**src/rtl/alu_operand_stage_if.sv**
```systemverilog
// Handshake bundle for the ALU operand stage.
// The upstream request and downstream adder operands travel together.
interface alu_operand_stage_if;
  logic        in_valid;
  logic        in_ready;
  logic [2:0]  in_op;
  logic [31:0] in_x;
  logic [31:0] in_y;
  logic        carry_flag;
  logic        out_valid;
  logic        out_ready;
  logic [31:0] add_a;
  logic [31:0] add_b;
  logic        add_cin;
  logic [2:0]  out_op;

  modport master (
    output in_valid,
    output in_op,
    output in_x,
    output in_y,
    output carry_flag,
    output out_ready,
    input  in_ready,
    input  out_valid,
    input  add_a,
    input  add_b,
    input  add_cin,
    input  out_op
  );

  modport slave (
    input  in_valid,
    input  in_op,
    input  in_x,
    input  in_y,
    input  carry_flag,
    input  out_ready,
    output in_ready,
    output out_valid,
    output add_a,
    output add_b,
    output add_cin,
    output out_op
  );
endinterface

```
**src/rtl/alu_operand_stage.sv**
```systemverilog
// Forms adder operands from an ALU opcode.
// A two-entry skid buffer keeps in_ready a pure flop output.
module alu_operand_stage (
  input  logic                clk,
  input  logic                rst,
  alu_operand_stage_if.slave  io
);

  typedef enum logic [1:0] {
    EMPTY = 2'd0,
    ONE   = 2'd1,
    TWO   = 2'd2
  } state_e;

  typedef struct packed {
    logic [31:0] a;
    logic [31:0] b;
    logic        cin;
    logic [2:0]  op;
  } ent_t;

  state_e state_q, state_d;
  ent_t   main_q, main_d;
  ent_t   skid_q, skid_d;
  ent_t   new_ent;
  logic   in_ready_q, in_ready_d;
  logic   accept, drain;

  always_comb begin
    new_ent = '0;
    new_ent.op = io.in_op;
    unique case (io.in_op)
      3'b000: begin
        new_ent.a = io.in_x;
        new_ent.b = io.in_y;
        new_ent.cin = 1'b0;
      end
      3'b001: begin
        new_ent.a = io.in_x;
        new_ent.b = ~io.in_y;
        new_ent.cin = 1'b1;
      end
      3'b010: begin
        new_ent.a = io.in_x;
        new_ent.b = io.in_y;
        new_ent.cin = io.carry_flag;
      end
      3'b011: begin
        new_ent.a = io.in_x;
        new_ent.b = ~io.in_y;
        new_ent.cin = io.carry_flag;
      end
      3'b100: begin
        new_ent.a = io.in_x;
        new_ent.b = 32'h0;
        new_ent.cin = 1'b1;
      end
      3'b101: begin
        new_ent.a = io.in_x;
        new_ent.b = 32'hFFFF_FFFF;
        new_ent.cin = 1'b0;
      end
      3'b110: begin
        new_ent.a = 32'h0;
        new_ent.b = ~io.in_x;
        new_ent.cin = 1'b1;
      end
      3'b111: begin
        new_ent.a = io.in_x;
        new_ent.b = ~io.in_y;
        new_ent.cin = 1'b1;
      end
      default: new_ent = '0;
    endcase
  end

  // Reset forces in_ready low so nothing is taken that cycle
  assign io.in_ready = in_ready_q & ~rst;
  assign accept = io.in_valid & io.in_ready;
  assign drain  = io.out_valid & io.out_ready;

  always_ff @(posedge clk) begin
    if (rst) begin
      state_q    <= EMPTY;
      main_q     <= '0;
      skid_q     <= '0;
      in_ready_q <= 1'b1;
    end else begin
      state_q    <= state_d;
      main_q     <= main_d;
      skid_q     <= skid_d;
      in_ready_q <= in_ready_d;
    end
  end

  always_comb begin
    state_d = state_q;
    main_d  = main_q;
    skid_d  = skid_q;
    unique case (state_q)
      EMPTY: begin
        if (accept) begin
          state_d = ONE;
          main_d  = new_ent;
        end
      end
      ONE: begin
        if (accept && drain) begin
          main_d = new_ent;
        end else if (accept) begin
          state_d = TWO;
          skid_d  = new_ent;
        end else if (drain) begin
          state_d = EMPTY;
        end
      end
      TWO: begin
        if (drain) begin
          state_d = ONE;
          main_d  = skid_q;
        end
      end
      default: state_d = EMPTY;
    endcase
    in_ready_d = (state_d != TWO);
  end

  always_comb begin
    io.out_valid = (state_q != EMPTY);
    io.add_a     = main_q.a;
    io.add_b     = main_q.b;
    io.add_cin   = main_q.cin;
    io.out_op    = main_q.op;
  end

endmodule

```
**src/flat_wrapper.sv**
```systemverilog
// flat-port wrapper written by rule: the top's interface ports become plain ports
module alu_operand_stage_flat 
  (clk, rst, io_in_valid, io_in_op, io_in_x, io_in_y, io_carry_flag, io_out_ready, io_in_ready, io_out_valid, io_add_a, io_add_b, io_add_cin, io_out_op);
  alu_operand_stage_if io_i ();
  input  logic clk;
  input  logic rst;
  input wire logic [$bits(io_i.in_valid)-1:0] io_in_valid;
  input wire logic [$bits(io_i.in_op)-1:0] io_in_op;
  input wire logic [$bits(io_i.in_x)-1:0] io_in_x;
  input wire logic [$bits(io_i.in_y)-1:0] io_in_y;
  input wire logic [$bits(io_i.carry_flag)-1:0] io_carry_flag;
  input wire logic [$bits(io_i.out_ready)-1:0] io_out_ready;
  output wire logic [$bits(io_i.in_ready)-1:0] io_in_ready;
  output wire logic [$bits(io_i.out_valid)-1:0] io_out_valid;
  output wire logic [$bits(io_i.add_a)-1:0] io_add_a;
  output wire logic [$bits(io_i.add_b)-1:0] io_add_b;
  output wire logic [$bits(io_i.add_cin)-1:0] io_add_cin;
  output wire logic [$bits(io_i.out_op)-1:0] io_out_op;
  assign io_i.in_valid = io_in_valid;
  assign io_i.in_op = io_in_op;
  assign io_i.in_x = io_in_x;
  assign io_i.in_y = io_in_y;
  assign io_i.carry_flag = io_carry_flag;
  assign io_i.out_ready = io_out_ready;
  assign io_in_ready = io_i.in_ready;
  assign io_out_valid = io_i.out_valid;
  assign io_add_a = io_i.add_a;
  assign io_add_b = io_i.add_b;
  assign io_add_cin = io_i.add_cin;
  assign io_out_op = io_i.out_op;
  alu_operand_stage u_core (.clk(clk), .rst(rst), .io(io_i));
endmodule
```
**config.mk**
```make
export PLATFORM = sky130hd
export DESIGN_NAME = alu_operand_stage_flat
export DESIGN_NICKNAME = d
export VERILOG_FILES = /design/src/rtl/alu_operand_stage_if.sv /design/src/rtl/alu_operand_stage.sv /design/src/flat_wrapper.sv
export SDC_FILE = /design/constraint.sdc
export NUM_CORES = 1
export LEC_CHECK = 0
export CAP_MARGIN = 40
export CELL_PAD_IN_SITES_DETAIL_PLACEMENT = 0
export CELL_PAD_IN_SITES_GLOBAL_PLACEMENT = 1
export CORE_MARGIN = 2
export CORE_UTILIZATION = 38
export DETAILED_ROUTE_END_ITERATION = 12
export PLACE_DENSITY_LB_ADDON = 0.1
export SETUP_SLACK_MARGIN = 0.1
export SYNTH_ARGS = -nofsm -noshare
export SYNTH_HDL_FRONTEND = slang
export SYNTH_SLANG_ARGS = --single-unit
export TNS_END_PERCENT = 30
```
**constraint.sdc**
```tcl
create_clock -name clk -period 2.3 [get_ports clk]
set_input_delay 0.46 -clock clk [delete_from_list [all_inputs] [get_ports clk]]
set_output_delay 0.46 -clock clk [all_outputs]
set_load 0.02 [all_outputs]
```
==> summary.txt <==
Critical path
  – Worst EP required: 1.84 ns
  – CP peak stage delay: 0.54 ns
  – CP max stage cell: clkdlybuf4s50_1
  – CP Data Arrival Time: 1.64 ns
  – R2r endpoint: u_core.io.add_a[28]
  – Kind of critical path: reg2out
  – Reg2Reg Depth: 5
  – Delay-heaviest family, CP: buffers and inverters
  – CP Max Fanout: 9
  – Cell chain of the critical path: or2_2 -> clkdlybuf4s50_1
  – R2R setup slack: 0.57 ns
  – Worst Setup Start Kind: register
  – CP Capture Point: io_out_valid
  – Critical path endpoint category: output port
  – Worst Setup SP: u_core.state_q[1]
  – Critical path depth: 2
  – Reg2reg start: u_core.in_ready_q
  – Worst path bufs/invs: 1

STA
  – Final worst path period share: 91.22%
  – Max Fclk: 476.6 MHz
  – Worst Clk Skew: 0.006342 ns
  – Setup_tns: 0 ns
  – Worst slew pin tran: 0.6117 ns
  – Slew Limit Fails: 0
  – Fin crit period: 2.098 ns
  – Final hold viol count: 0
  – Unrepaired setup endpoints after global routing: no
  – Slew headroom: 59.22%
  – Final setup vio count: 0

Floorplan
  – DIE AREA: 18640 um^2
  – Row count: 48
  – Ports: 142
  – Floorplan Core Area: 17240 um^2
  – Initial Utilization: 38.73%
  – Die Ht: 136.5 um
  – Die X: 136.5 um

Power
  – Switching share of power: 26.98%
  – Cell-internal power: 4.777 mW
  – Gate power share: 16.3%
  – Clock power share: 44.1%
  – Peak supply drop: 0.5140 mV
  – Total power: 6.542 mW
  – Seq pwr share: 39.6%
  – Switching power: 1.765 mW
  – Leakage power: 3.057 nW
  – PwrDens: 733.2 nW/um^2

Yosys
  – Complex-gate fraction of the synthesized area: 14.62%
  – Cells after Synth: 823
  – Multiplexer area fraction after synthesis: 0.3187%
  – Netlist cell types: 33
  – Adder-Cell Fraction of Synth Area: 0%
  – Largest family of logic cells by synthesized area: simple AND/OR/NAND/NOR gates
  – Post-Syn Area: 6675 um^2
  – Avg Inst Size Synth: 8.111 um^2
  – Synth Net Count: 895
  – Xor and xnor area share after synthesis: 0%
  – Yosys warning count: 0
  – Sequential area share after synthesis: 41.69%
  – Synth Area in Simple Gates: 37.47%
  – Number of synthesized register bits: 139

Hold path
  – Hold wc startpoint: rst
  – Hold Crit Class: in2reg

Layout
  – Inserted Diodes: 0
  – Post-Layout Cell Count: 1156
  – Area delta synth->final: 33.66%
  – Layout cells sized above 1: 10.96%
  – Cell area after layout: 8922 um^2
  – Nets: 990

Clock network
  – Num CTS Buffers: 17
  – Hold-fix buffers, CTS: 0
  – Clock Tree Buf Depth: 2
  – Number of H-tree levels: 4
  – CTS clk-pin slew, worst paths: 0.06 ns
  – Clock sinks: 139
  – Setup Fix Bufs, Post-CTS: 0
  – Worst-Skew Late Latency: 0.42 ns
  – Clk root buf: clkbuf_16
  – Post-cts resize count: 0
  – CTS tree: done

Place
  – Dpl hpwl: 13420 um
  – Inst Count DP: 1124
  – Placed cell areas: 8299 um^2
  – Placer congestion estimate: 0.7891
  – Number of I/O port buffers: 141

Flow run
  – MaxCap Viol Count: 0

Status
  – Outcome: complete, no violations

Detailed routing
  – Drt first pass iters: 7
  – DRC errors left: 0
  – Vias after detailed routing: 6344
  – Wire length per cell: 17.79 um
  – Drt total wl: 20560 um
  – DRT iter0 DRCs: 490
  – DRT antenna net count: 0
  – Via density: 5.488

Global route
  – Vias in the first global route: 5845
  – Initial antenna violation count: 0
  – Pin count of the biggest net entering global routing: 85
  – Global-route wire length before repair: 31970 um
  – All-Layer GR Usage: 22.09%
  – Grt total ovfl: 0
[cell usage after synthesis (all sizes together)]
cell     count  area [um^2]
nand3       32        160.2
nand2       79        296.5
o22a         1        8.760
dfxtp      139         2783
nand4bb     10        112.6
nand3b       4        30.03
nand2b      65        406.6
o41a         1        11.26
nor2       101        379.1
a21oi       70        350.3
a221oi      32        280.3
o211ai      34        255.2
and2b        1        7.510
nor2b        2        15.02
clkbuf      54        202.7
or4bb       22        247.7
inv          1        3.750
a311oi       3        26.28
and3b        2        17.52
a211o        1        8.760
o41ai        1        27.53
mux2i        1        10.01
and2         1        6.260
nor3        64        335.3
or3b        32        280.3
nand4       32        200.2
mux2         1        11.26
or2          1        6.260
a211oi       1        7.510
buf         35        187.7
[worst min-delay path by stage]
stage,depth (start not counted),to,slack (ns)
after floorplan,2,u_core.skid_q[36],0.43
after global placement,2,u_core.skid_q[37],0.44
after detailed placement,2,u_core.skid_q[39],0.44
after CTS,2,u_core.state_q[0],0.26
after global routing,2,u_core.state_q[0],0.28
final,2,u_core.state_q[0],0.28
[layout by cell type, fill, tap and decap left out, types with 2 or more instances in the layout]
master and count:
buf_4 13, or4bb_1 22, nor3_2 3, nand3_1 32, a311oi_1 3, clkbuf_16 17, a21oi_1 70, clkdlybuf4s50_1 138
nand4_1 32, o211ai_1 34, nand2b_1 65, clkinvlp_4 3, nand2_1 79, nor2_1 101, or3b_2 32, buf_2 2
nor3_1 61, dfxtp_1 138, nand4bb_1 10, clkinv_4 2, buf_12 12, inv_6 6, a221oi_1 32, bufinv_16 3
nand3b_1 4
[cell families after synthesis]
kind of cell,count (synthesis)
AOI/OAI and AO/OA,144
muxes,2
buffers and inverters,90
DFF,139
and+or+nand+nor,448
[state kept, by name, indices dropped and copies added (netlist names)]
name,count
u_core.io.add_b,32
u_core.io.add_cin,1
u_core.state_q,2
u_core.io.add_a,32
u_core.skid_q,68
u_core.in_ready_q,1
u_core.io.out_op,3
[power by group through the flow]
| stage | clock, mW | sequential (mW) | combinational [mW] |
|---|---|---|---|
| after floorplan | 0 | 2.74 | 0.473 |
| after global placement | 0 | 2.64 | 1.05 |
| after detailed placement | 0 | 2.64 | 1.07 |
| after CTS | 2.95 | 2.59 | 1.07 |
| after global routing | 3.05 | 2.61 | 1.15 |
| final | 2.89 | 2.59 | 1.06 |
[area by class of cell]
type | instances | area (um^2)
inverters | 1 | 3.754
fillers | 1569 | 8314
clock buffers | 18 | 439.2
repair buffers | 165 | 1729
clock inverters | 14 | 182.7
flip-flops and latches | 139 | 2784
well taps | 225 | 281.5
multi-input cells | 594 | 3502
[through the flow]
stage / worst slack, ns / hold WS (ns) / util, %
floorplan: 0.5357 / 0.4320 / -
global placement: 0.04307 / 0.4370 / 48.15
detailed placement: -0.007737 / 0.4447 / 48.15
CTS: 0.1030 / 0.2620 / 51.76
global route: 0.1557 / 0.2762 / 51.76
finish: 0.2019 / 0.2792 / 51.76
[layer usage]
metal  vias up  global-route usage (%)  share of wire, %
met1      3013                   31.81                48
li1       3119                       -                 -
met3        23                   3.963               5.1
met4         0                   7.002               1.3
met2       189                   33.42                45
met5         -                       0                 0
(Power assumes the default switching activity.)
==> patch, RTL diff (same flow settings) <==
Make the reset (`rst`) asynchronous in one clocked block.
--- a/src/rtl/alu_operand_stage.sv
+++ b/src/rtl/alu_operand_stage.sv
@@ -79,7 +79,7 @@
   assign accept = io.in_valid & io.in_ready;
   assign drain  = io.out_valid & io.out_ready;
 
-  always_ff @(posedge clk) begin
+  always_ff @(posedge clk or posedge rst) begin
     if (rst) begin
       state_q    <= EMPTY;
       main_q     <= '0;
Check against the original RTL: differs if rst is asserted again (counterexample within 4 cycles, from zero or initial values and one cycle with rst high); with rst held inactive, the same outputs for 4 cycles.
==> patch against the original RTL <==
  * Sequential share of layout area up 5.9 points
  * Utilization up 0.066 points
  * Die area up 5.7%
  * Sequential cell count unchanged
  * Worst setup slack worse by 0.062 ns
  * Final cell count down 2.7%
  * Hold slack better by 0.18 ns
  * Register-to-register slack worse by 0.02 ns
  * Final area up 5.1%
  * Area after synthesis up 5.9%
  * Routed wire length down 5.2%
  * Critical endpoint is now io_in_ready
  * Largest cell class is now flip-flops and latches
  * Highest routed layer unchanged
Power is not compared: it rests on default switching activity, and its combinational part moved more than twofold at a synthesized area within 25%.
==> patch: results <==
# TYPE chip_impl_metric gauge
chip_impl_metric{name="max-slew-margin-rel",unit=""} 0.667
chip_impl_metric{name="synth_cell_type_count",unit=""} 38
chip_impl_info{name="outcome",value="complete, no violations"} 1
chip_impl_metric{name="globalRouteMet1Util",unit=""} 0.314
chip_impl_metric{name="postSynthNetCount",unit=""} 844
chip_impl_metric{name="hold-worst-slack",unit="ns"} 0.457
chip_impl_info{name="yosys_most_used_dff",value="dfrtp_1"} 1
chip_impl_metric{name="grt_usage",unit=""} 0.202
chip_impl_metric{name="drive_above_1_share",unit=""} 0.105
chip_impl_info{name="synth.top_cells.by_area",value="dfrtp_1 (49%), nand2_1 (7.2%), o21ai_0 (3.8%)"} 1
chip_impl_info{name="synth_top_cells_by_count",value="dfrtp_1 (138), nand2_1 (135), nor2_1 (69)"} 1
chip_impl_metric{name="worst-path-max-fanout",unit=""} 2
chip_impl_info{name="regToRegEndpoint",value="u_core.skid_q[15]"} 1
chip_impl_metric{name="drt-pass1-iter-count",unit=""} 5
chip_impl_metric{name="grt_pass1_vias",unit=""} 5635
chip_impl_metric{name="final.setup_skew",unit="ns"} 0.00597
chip_impl_metric{name="gr-usage-met2",unit=""} 0.288
chip_impl_metric{name="grt_first_pass_wirelength",unit="µm"} 31600
chip_impl_metric{name="maximum_number_of_pins_on_one_net_before_global_route_repair",unit=""} 91
chip_impl_metric{name="route.vias.total",unit=""} 5945
chip_impl_metric{name="cp.arrival",unit="ns"} 1.70
chip_impl_metric{name="ys_seq_area_frac",unit=""} 0.492
chip_impl_metric{name="fillerInstances",unit=""} 1660
chip_impl_metric{name="routed_wl",unit="µm"} 19500
chip_impl_metric{name="dpl_cell_area",unit="µm²"} 8780
chip_impl_metric{name="leakagePower",unit="nW"} 4.15
## patch: cell types whose count changed in the layout (fill, tap and decap cells not counted), sizes merged, moves of 35 or more
| cell | change |
|---|---|
| nand2b | -64 |
| o21ai | +64 |
| a21oi | -67 |
| nor3 | -64 |
| a31oi | +35 |
| dfxtp | -139 |
| nand2 | +56 |
| dfrtp | +138 |
## patch: per-layer routing
metal / vias up / wire length, µm
met5: - / 0
met4: 0 / 344
met3: 20 / 665
met2: 117 / 8380
met1: 2872 / 10100
li1: 2936 / -
## patch: worst max path at each step
stage                               end  slack, ns
floorplan            u_core.io.add_a[0]       0.11
global placement     u_core.io.add_b[7]       0.03
detailed placement  u_core.io.add_b[22]      0.003
CTS                         io_in_ready       0.13
global route                io_in_ready       0.09
finish                      io_in_ready       0.14
## patch: power by group through the flow
stage	Clock, mW	Combinational [mW]	Sequential [mW]
2_1_floorplan	0	1.11	4.22
3_3_place_gp	0	2.77	3.82
3_5_place_dp	0	2.82	3.85
4_1_cts	2.82	2.84	3.82
5_1_grt	2.93	3.08	3.93
6_report	2.77	2.80	3.81
## patch: cell type report
type | count | area share
clock buffers | 20 | 0.0477
well taps | 229 | 0.0306
inverters | 2 | 0.00120
clock inverters | 11 | 0.0155
flip-flops and latches | 139 | 0.371
repair buffers | 171 | 0.191
multi-input cells | 553 | 0.343
## patch: metrics by stage
step | worst slack [ns] | cells | util
2_1_floorplan | 0.106 | 772 | -
3_3_place_gp | 0.0270 | 1094 | 0.485
3_5_place_dp | 0.00346 | 1094 | 0.485
4_1_cts | 0.125 | 1125 | 0.518
5_1_grt | 0.0925 | 1125 | 0.518
6_report | 0.139 | 1125 | 0.518
## patch: timing repair
action / 4_1_cts / 5_1_grt
setup endpoints to repair: 0 / 1
gates resized for setup: 0 / 1
setup buffers: 0 / 0
## patch: worst max-delay path, cell delays in order (launching register included)
cell,delay [ns]
dfstp_2,0.55
nor2b_1,0.14
clkdlybuf4s50_1,0.61
## patch: cell families (layout without fill, tap and decap cells)
group,after synthesis,count (layout),share of synthesized area
buffers and inverters,80,204,0.0552
AOI/OAI and AO/OA,172,172,0.155
and+or+nand+nor,377,377,0.290
DFF,139,139,0.492
muxes,4,4,0.00779
